--- src/rtl/cmult_pkg.sv ---
// Shared helpers for cmult_pipe: component slicing, round-half-up/saturate, pipeline latency.
package cmult_pkg;

  localparam int unsigned PIPE_LAT = 3;
  localparam int unsigned CMAX_W   = 64;
  localparam int unsigned ACC_W    = 2*CMAX_W + 4;

  typedef logic [CMAX_W-1:0]       comp_t;
  typedef logic [2*CMAX_W-1:0]     pair_t;
  typedef logic signed [ACC_W-1:0] acc_t;

  typedef struct packed {
    logic  ovf;
    comp_t val;
  } rs_t;

  function automatic comp_t comp_mask(input int unsigned w);
    comp_t m;
    m = '1;
    return m >> (CMAX_W - w);
  endfunction

  // Packing is {real, imag}; each helper returns the w-bit component zero-extended.
  function automatic comp_t cplx_re(input pair_t p, input int unsigned w);
    pair_t s;
    s = p >> w;
    return s[CMAX_W-1:0] & comp_mask(w);
  endfunction

  function automatic comp_t cplx_im(input pair_t p, input int unsigned w);
    return p[CMAX_W-1:0] & comp_mask(w);
  endfunction

  // Round half toward +inf at frac_w, then clamp to the signed data_w range.
  function automatic rs_t round_sat(input acc_t x, input int unsigned data_w,
                                    input int unsigned frac_w);
    acc_t r;
    acc_t hi;
    acc_t lo;
    rs_t  res;
    r = x;
    if (frac_w > 0)
      r = (x + (acc_t'(1) <<< (frac_w - 1))) >>> frac_w;
    hi = (acc_t'(1) <<< (data_w - 1)) - acc_t'(1);
    lo = -(acc_t'(1) <<< (data_w - 1));
    res.ovf = 1'b0;
    if (r > hi) begin
      res.val = hi[CMAX_W-1:0];
      res.ovf = 1'b1;
    end else if (r < lo) begin
      res.val = lo[CMAX_W-1:0];
      res.ovf = 1'b1;
    end else begin
      res.val = r[CMAX_W-1:0];
    end
    return res;
  endfunction

endpackage

--- src/rtl/cmult_round_sat.sv ---
// Combinational round-half-up plus saturate for one complex component, with clamp flag.
module cmult_round_sat
  import cmult_pkg::*;
#(
  parameter int unsigned DATA_W = 16,
  parameter int unsigned FRAC_W = 15,
  parameter int unsigned SUM_W  = 2*DATA_W + 2
) (
  input  logic signed [SUM_W-1:0] sum,
  output logic        [DATA_W-1:0] res,
  output logic                     ovf
);

  rs_t  rs;
  logic unused_hi;

  always_comb begin
    rs = round_sat(acc_t'(sum), DATA_W, FRAC_W);
  end

  assign res       = rs.val[DATA_W-1:0];
  assign ovf       = rs.ovf;
  assign unused_hi = ^rs.val[CMAX_W-1:DATA_W];

endmodule

--- src/rtl/cmult_pipe.sv ---
// Pipelined fixed-point complex multiplier (a*b or a*conj(b)), 3-cycle latency, full-pipeline stall.
// Define CMULT_GAUSS3_EN to build stage 2 with the 3-multiplier Gauss form (bit-exact with the default).
module cmult_pipe
  import cmult_pkg::*;
#(
  parameter int unsigned DATA_W = 16,
  parameter int unsigned FRAC_W = 15
) (
  input  logic                clk,
  input  logic                rst_n,
  input  logic                in_valid,
  output logic                in_ready,
  input  logic [2*DATA_W-1:0] in_a,
  input  logic [2*DATA_W-1:0] in_b,
  input  logic                in_conj,
  output logic                out_valid,
  input  logic                out_ready,
  output logic [2*DATA_W-1:0] out_data,
  output logic                out_ovf
);

  localparam int unsigned PROD_W = 2*DATA_W + 1;
  localparam int unsigned SUM_W  = 2*DATA_W + 2;

  logic adv;
  assign adv      = !out_valid || out_ready;
  assign in_ready = adv;

  comp_t a_re_w, a_im_w, b_re_w, b_im_w;
  logic  unused_hi;
  assign a_re_w    = cplx_re(pair_t'(in_a), DATA_W);
  assign a_im_w    = cplx_im(pair_t'(in_a), DATA_W);
  assign b_re_w    = cplx_re(pair_t'(in_b), DATA_W);
  assign b_im_w    = cplx_im(pair_t'(in_b), DATA_W);
  assign unused_hi = ^{a_re_w[CMAX_W-1:DATA_W], a_im_w[CMAX_W-1:DATA_W],
                       b_re_w[CMAX_W-1:DATA_W], b_im_w[CMAX_W-1:DATA_W]};

  logic signed [DATA_W-1:0] a_re, a_im, b_re;
  logic signed [DATA_W:0]   b_im_x, b_imc;
  assign a_re   = a_re_w[DATA_W-1:0];
  assign a_im   = a_im_w[DATA_W-1:0];
  assign b_re   = b_re_w[DATA_W-1:0];
  // One extra bit keeps -(-2^(DATA_W-1)) exact.
  assign b_im_x = {b_im_w[DATA_W-1], b_im_w[DATA_W-1:0]};
  assign b_imc  = in_conj ? -b_im_x : b_im_x;

  logic v1, v2;
  always_ff @(posedge clk or negedge rst_n) begin
    if (!rst_n) begin
      v1 <= 1'b0;
      v2 <= 1'b0;
    end else if (adv) begin
      v1 <= in_valid;
      v2 <= v1;
    end
  end

  logic signed [SUM_W-1:0] sum_re, sum_im;
  logic signed [DATA_W-1:0] s1_ar, s1_ai, s1_br;

`ifdef CMULT_GAUSS3_EN
  logic signed [DATA_W+1:0] s1_sa, s1_db, s1_sb;
  logic signed [SUM_W-1:0]  k1, k2, k3;

  always_ff @(posedge clk or negedge rst_n) begin
    if (!rst_n) begin
      s1_ar <= '0; s1_ai <= '0; s1_br <= '0;
      s1_sa <= '0; s1_db <= '0; s1_sb <= '0;
    end else if (adv) begin
      s1_ar <= a_re;
      s1_ai <= a_im;
      s1_br <= b_re;
      s1_sa <= (DATA_W+2)'(a_re) + (DATA_W+2)'(a_im);
      s1_db <= (DATA_W+2)'(b_imc) - (DATA_W+2)'(b_re);
      s1_sb <= (DATA_W+2)'(b_re) + (DATA_W+2)'(b_imc);
    end
  end

  // Products are wrapped to SUM_W; the recombined sums are exact because the true results fit.
  always_ff @(posedge clk or negedge rst_n) begin
    if (!rst_n) begin
      k1 <= '0; k2 <= '0; k3 <= '0;
    end else if (adv) begin
      k1 <= SUM_W'(s1_br) * SUM_W'(s1_sa);
      k2 <= SUM_W'(s1_ar) * SUM_W'(s1_db);
      k3 <= SUM_W'(s1_ai) * SUM_W'(s1_sb);
    end
  end

  assign sum_re = k1 - k3;
  assign sum_im = k1 + k2;
`else
  logic signed [DATA_W:0]   s1_bi;
  logic signed [PROD_W-1:0] p_rr, p_ii, p_ri, p_ir;

  always_ff @(posedge clk or negedge rst_n) begin
    if (!rst_n) begin
      s1_ar <= '0; s1_ai <= '0; s1_br <= '0; s1_bi <= '0;
    end else if (adv) begin
      s1_ar <= a_re;
      s1_ai <= a_im;
      s1_br <= b_re;
      s1_bi <= b_imc;
    end
  end

  always_ff @(posedge clk or negedge rst_n) begin
    if (!rst_n) begin
      p_rr <= '0; p_ii <= '0; p_ri <= '0; p_ir <= '0;
    end else if (adv) begin
      p_rr <= PROD_W'(s1_ar) * PROD_W'(s1_br);
      p_ii <= PROD_W'(s1_ai) * PROD_W'(s1_bi);
      p_ri <= PROD_W'(s1_ar) * PROD_W'(s1_bi);
      p_ir <= PROD_W'(s1_ai) * PROD_W'(s1_br);
    end
  end

  assign sum_re = SUM_W'(p_rr) - SUM_W'(p_ii);
  assign sum_im = SUM_W'(p_ri) + SUM_W'(p_ir);
`endif

  logic [DATA_W-1:0] rs_re, rs_im;
  logic              ovf_re, ovf_im;

  cmult_round_sat #(.DATA_W(DATA_W), .FRAC_W(FRAC_W), .SUM_W(SUM_W)) u_rs_re (
    .sum (sum_re),
    .res (rs_re),
    .ovf (ovf_re)
  );

  cmult_round_sat #(.DATA_W(DATA_W), .FRAC_W(FRAC_W), .SUM_W(SUM_W)) u_rs_im (
    .sum (sum_im),
    .res (rs_im),
    .ovf (ovf_im)
  );

  // Bubbles clear out_valid but leave the last result on out_data.
  always_ff @(posedge clk or negedge rst_n) begin
    if (!rst_n) begin
      out_valid <= 1'b0;
      out_data  <= '0;
      out_ovf   <= 1'b0;
    end else if (adv) begin
      out_valid <= v2;
      if (v2) begin
        out_data <= {rs_re, rs_im};
        out_ovf  <= ovf_re | ovf_im;
      end
    end
  end

endmodule

--- config.mk ---
export PLATFORM = sky130hd
export DESIGN_NAME = cmult_pipe
export DESIGN_NICKNAME = d
export VERILOG_FILES = /design/src/rtl/cmult_pkg.sv /design/src/rtl/cmult_round_sat.sv /design/src/rtl/cmult_pipe.sv
export SDC_FILE = /design/constraint.sdc
export NUM_CORES = 2
export LEC_CHECK = 0
export CAP_MARGIN = 5
export CORE_ASPECT_RATIO = 0.8
export CORE_MARGIN = 1.5
export CORE_UTILIZATION = 50
export CTS_BUF_LIST = sky130_fd_sc_hd__clkbuf_2 sky130_fd_sc_hd__clkbuf_4 sky130_fd_sc_hd__clkbuf_8
export DETAILED_ROUTE_END_ITERATION = 8
export PLACE_DENSITY_LB_ADDON = 0.3
export SLEW_MARGIN = 40
export SYNTH_ARGS = -nofsm -noshare
export SYNTH_HDL_FRONTEND = slang
export SYNTH_SLANG_ARGS = --single-unit
--- constraint.sdc ---
create_clock -name clk -period 15.4 [get_ports clk]
set_clock_uncertainty 0.1 [all_clocks]
set_input_delay 3.85 -clock clk [delete_from_list [all_inputs] [get_ports clk]]
set_output_delay 3.85 -clock clk [all_outputs]
set_load 0.01 [all_outputs]
# Word-level counts from Yosys, hierarchy flattened
# Cells that the tools add are included.
# classes
addsub,5
mul,4
n_div,0
magnitude_cmp,4
eq_ne,0
shifts,0
mux,7
n_bitwise,1
reduce_logical,3
# ops
op,n
65-bit 2-to-1 mux,2
64-bit 2-to-1 mux,2
34-bit by 16-bit adder with 35-bit output (second input constant),2
16-bit by 17-bit multiplier with 33-bit output,2
16-bit by 16-bit multiplier with 32-bit output,2
20-bit by 16-bit > comparator with 1-bit output (second input constant),2
20-bit by 16-bit < comparator with 1-bit output (second input constant),2
33-bit by 32-bit adder with 34-bit output,1
32-bit by 33-bit subtractor with 34-bit output,1
17-bit 2-to-1 mux,1
16-bit negation with 17-bit output,1
1-bit 2-to-1 mux,2
2-bit AND reduction,1
1-bit logical NOT,1
1-bit logical OR,1
1-bit OR,1
# totals
ff_bits,231
latchBits,0
ramBits,0
mem_bits_ro,0
inputBits,69
out_inout_bits,35
elab_cells,37
n_memories,0

# Depth between registers and ports, before layout
# depth
depth_word,6
mapped_depth,27
depth_no_buf,24

# Cells and area by module
# Synthesis repeated with hierarchy kept, for this count alone.
# hier_totals
hier_cells,5952
hier_area_um2,53527.6
# by_module_without_submodules
mod,instances,cells_each,area_per_inst_um2,seq_area_each_um2
cmult_pipe,1,5790,52333.9,5780.5
cmult_round_sat,2,81,596.8,0.0

# Worst setup path before layout
# No wires, ideal clock.
# synth_path
path_kind,input port to output port
start,input port out_ready
end,output port in_ready
arrival_time_ns,4.831
t_required_ns,11.450
setup_slack_ns,6.619
cell_stages,5
n_path_buf,3
cell_sequence,nor2b_1 > clkbuf_1 > clkinv_1 > clkbuf_1 > clkbuf_1
# synth_via
elab_chain_len,1
# synth_lines
item,line,text
"start, declared",cmult_pipe.sv:17,"input logic out_ready,"
1-bit logical OR,cmult_pipe.sv:26,assign adv = !out_valid || out_ready;
"end, declared",cmult_pipe.sv:12,"output logic in_ready,"
# No other way between the ends.

# Final worst setup path
# Ends and elaborated chain as after synthesis.

==> flow_summary.json <==
{
  "post_drt_wl_per_cell_um": 18.3,
  "rsz0062_at_grt": "false",
  "port_buffers": 103,
  "drtPass1Iterations": 5,
  "gr-usage-met3_pct": 6.08,
  "gr-usage-met2_pct": 38.2,
  "htreeDepth": 2,
  "fin_nets": 7363,
  "r2r_start": "s1_ai[1]$_DFFE_PN0N_",
  "clockBufferDepth": 3,
  "path_common_cell": "clkdlybuf4s50_1",
  "critPathBufInv": 4,
  "ys.flop_type": "dfrtp_1",
  "fin_tns_setup_ps": 0,
  "synthArstFlopShare_pct": 100,
  "path_delay_family": "buffers and inverters",
  "syn_area_um2": 52300,
  "hold_viol": 0,
  "cts_resized": 0,
  "drc_errors": 0,
  "cts_buffers": 47,
  "finalSetupViolCount": 0,
  "rows": 105,
  "slew_headroom_pct": 39.5,
  "die_area_um2": 107000,
  "grt_busiest_layer": "met2",
  "fmax_mhz": 101,
  "dp_hpwl_um": 102000,
  "viasPerCell": 5.27,
  "ys_seq_area_share_pct": 11.1,
  "pin_count": 104,
  "synth.distinct_cells": 84,
  "crit_start": "out_ready",
  "postRouteWirelength_um": 131000,
  "dieWidth_um": 365,
  "clkSlewWorstSetupHoldPaths_ps": 50,
  "layout-drive-gt1-share_pct": 3.61,
  "reg2reg_depth": 23,
  "grt_usage_pct": 25.6,
  "yosys_warnings": 0,
  "synth_area_per_cell_um2": 9.03,
  "holdPathStages": 2,
  "ff2ff_setup_slack_ps": 7600,
  "post-route-min-period_ps": 9940,
  "vias": 37900,
  "rr_endpoint": "p_ii[32]$_DFFE_PN0N_",
  "synth_nets": 7393,
  "ys_ff_latch": 231,
  "cap_violations": 0,
  "grt_remaining_overflow": 0,
  "synth-edff-count": 0,
  "gp_congestion": 0.858,
  "path_class": "primary input to primary output",
  "critPathSlowestCell": "clkdlybuf4s50_1",
  "arrival_ps": 5990,
  "drtIter0Drc": 2484,
  "slew_viol_final": 0,
  "critical_path.cell_chain": "clkdlybuf4s50_1 > nor2b_4 > buf_4 > inv_6 > clkdlybuf4s50_1",
  "clk-insertion-delay-late_ps": 680,
  "worstMarginPinSlew_ps": 907,
  "cp_max_fo": 62,
  "timing.final.crit_share_pct": 64.5,
  "clock-sinks": 231,
  "post-cts-setup-buffers": 0,
  "cts_hold_buf": 0,
  "grt_use_met1_pct": 36.3,
  "crit_end": "in_ready",
  "cts_tree": "built",
  "fp.dieH_um": 292,
  "hp-class": "flip-flop to flip-flop",
  "core_um2": 103000,
  "antenna_found_initial": 16,
  "grt_max_degree": 82,
  "first_global_vias": 39000,
  "cp_slowest_stage_delay_ps": 680,
  "worstSetupStartpointType": "primary input",
  "start_util_pct": 50.7,
  "endpoint_kind": "primary output",
  "cp.required_ps": 11450,
  "fill_cells": 9409,
  "clock-root-buffer": "clkbuf_8",
  "crit_cells": 5,
  "outcome": "finished, final reports clean",
  "synthCells": 5787,
  "grt_pass1_wl_um": 212000,
  "ant_nets": 0,
  "synthToLayoutAreaGrowth_pct": 6.71
}
## how the worst min path moves through the flow
stage / from / to
3_3_place_gp: p_ii[0]$_DFFE_PN0N_ / p_ii[0]$_DFFE_PN0N_
4_1_cts: p_ii[0]$_DFFE_PN0N_ / p_ii[0]$_DFFE_PN0N_
2_1_floorplan: p_ii[0]$_DFFE_PN0N_ / p_ii[0]$_DFFE_PN0N_
5_1_grt: p_rr[0]$_DFFE_PN0N_ / p_rr[0]$_DFFE_PN0N_
3_5_place_dp: p_ii[0]$_DFFE_PN0N_ / p_ii[0]$_DFFE_PN0N_
6_report: p_ii[0]$_DFFE_PN0N_ / p_ii[0]$_DFFE_PN0N_
## per-stage QoR
stage               hold WS [ps]  area, um2  cells  setup WS, ps  util, %
detailed placement           350      54600   7099          5400     53.0
floorplan                    331      52300   5787          6620        -
global route                 387      55800   7185          5310     54.1
CTS                          360      55700   7183          5390     54.0
finish                       360      55800   7188          5460     54.1
global placement             342      54600   7099          5390     53.0
## cells in the final DEF (no fill, tap or decap), types with 7 or more instances in the layout
cell type,instances
a211oi_1,15
a21boi_0,7
a21o_1,66
a21oi_1,185
a21oi_2,11
a31oi_1,18
and2_1,509
and3_1,12
buf_4,69
clkbuf_8,57
clkdlybuf4s50_1,102
clkinv_2,11
dfrtp_1,225
fa_1,1076
ha_1,461
inv_1,1263
nand2_1,838
nand2_2,9
nand2b_1,47
nand3_1,34
nand4_1,10
nor2_1,203
nor3_1,31
o211ai_1,12
o21a_1,21
o21ai_0,148
o21bai_1,17
o31ai_1,15
or3_1,10
xnor2_1,112
xor2_1,69
## state kept, by name, indices dropped and copies added, names as in the netlist
signal / count
p_rr: 32
out_valid: 1
p_ir: 32
s1_ar: 16
out_ovf: 1
p_ri: 33
s1_bi: 17
v2: 1
s1_br: 16
p_ii: 33
out_data: 32
s1_ai: 16
v1: 1
## per-layer routing
layer,routed length [um],vias up
li1,-,17200
met1,57300,19200
met2,57700,1217
met3,11300,202
met4,4950,10
met5,88,-
## layout make-up
cell class,count,area (um2),share of cell area (%)
Antenna cell,5,12.5,0.0224
Clock buffer,60,807,1.45
Clock inverter,24,295,0.529
Inverter,1264,4750,8.51
Multi-Input combinational cell,4039,40800,73.2
Sequential cell,231,5800,10.4
Tap cell,1391,1740,3.12
Timing Repair Buffer,174,1580,2.83
## synthesized netlist by cell type (7+ instances only)
master	n	area, um2
xnor2_1	112	981
clkbuf_1	243	912
fa_1	1076	21500
a31oi_1	18	113
or3_1	10	62.6
nor2b_1	7	43.8
nand2_1	838	3150
nand2_2	9	56.3
a21boi_0	7	52.6
ha_1	461	5770
and2_1	509	3180
o31ai_1	15	113
xor2_1	69	604
a21oi_2	11	96.3
nor3_1	31	155
a21oi_1	185	926
o21bai_1	17	128
dfrtp_1	231	5780
o21a_1	21	158
nand3_1	34	170
nor2_1	203	762
o211ai_1	12	90.1
inv_1	1263	4740
a21o_1	66	495
and3_1	12	75.1
o21ai_0	148	741
nand4_1	10	62.6
a211oi_1	16	120
nand2b_1	47	294
## tightest hold or removal path: stages, from the launching register on
cell and delay (ps):
dfrtp_1 330, nand2_1 50, nand2_1 50
## cells by family after synthesis
| family | share of synthesized area [%] |
|---|---|
| adder cells (fa/ha/maj) | 52.2 |
| XOR/XNOR | 3.03 |
| buffers and inverters | 10.9 |
| flip-flops | 11.1 |
| AO/OA/AOI/OAI | 6.88 |
| AND/OR/NAND/NOR | 15.8 |
| multiplexers | 0.0598 |
Power is not shown: default switching activity piles up to over one toggle a cycle in this logic, so the estimate is an artifact.
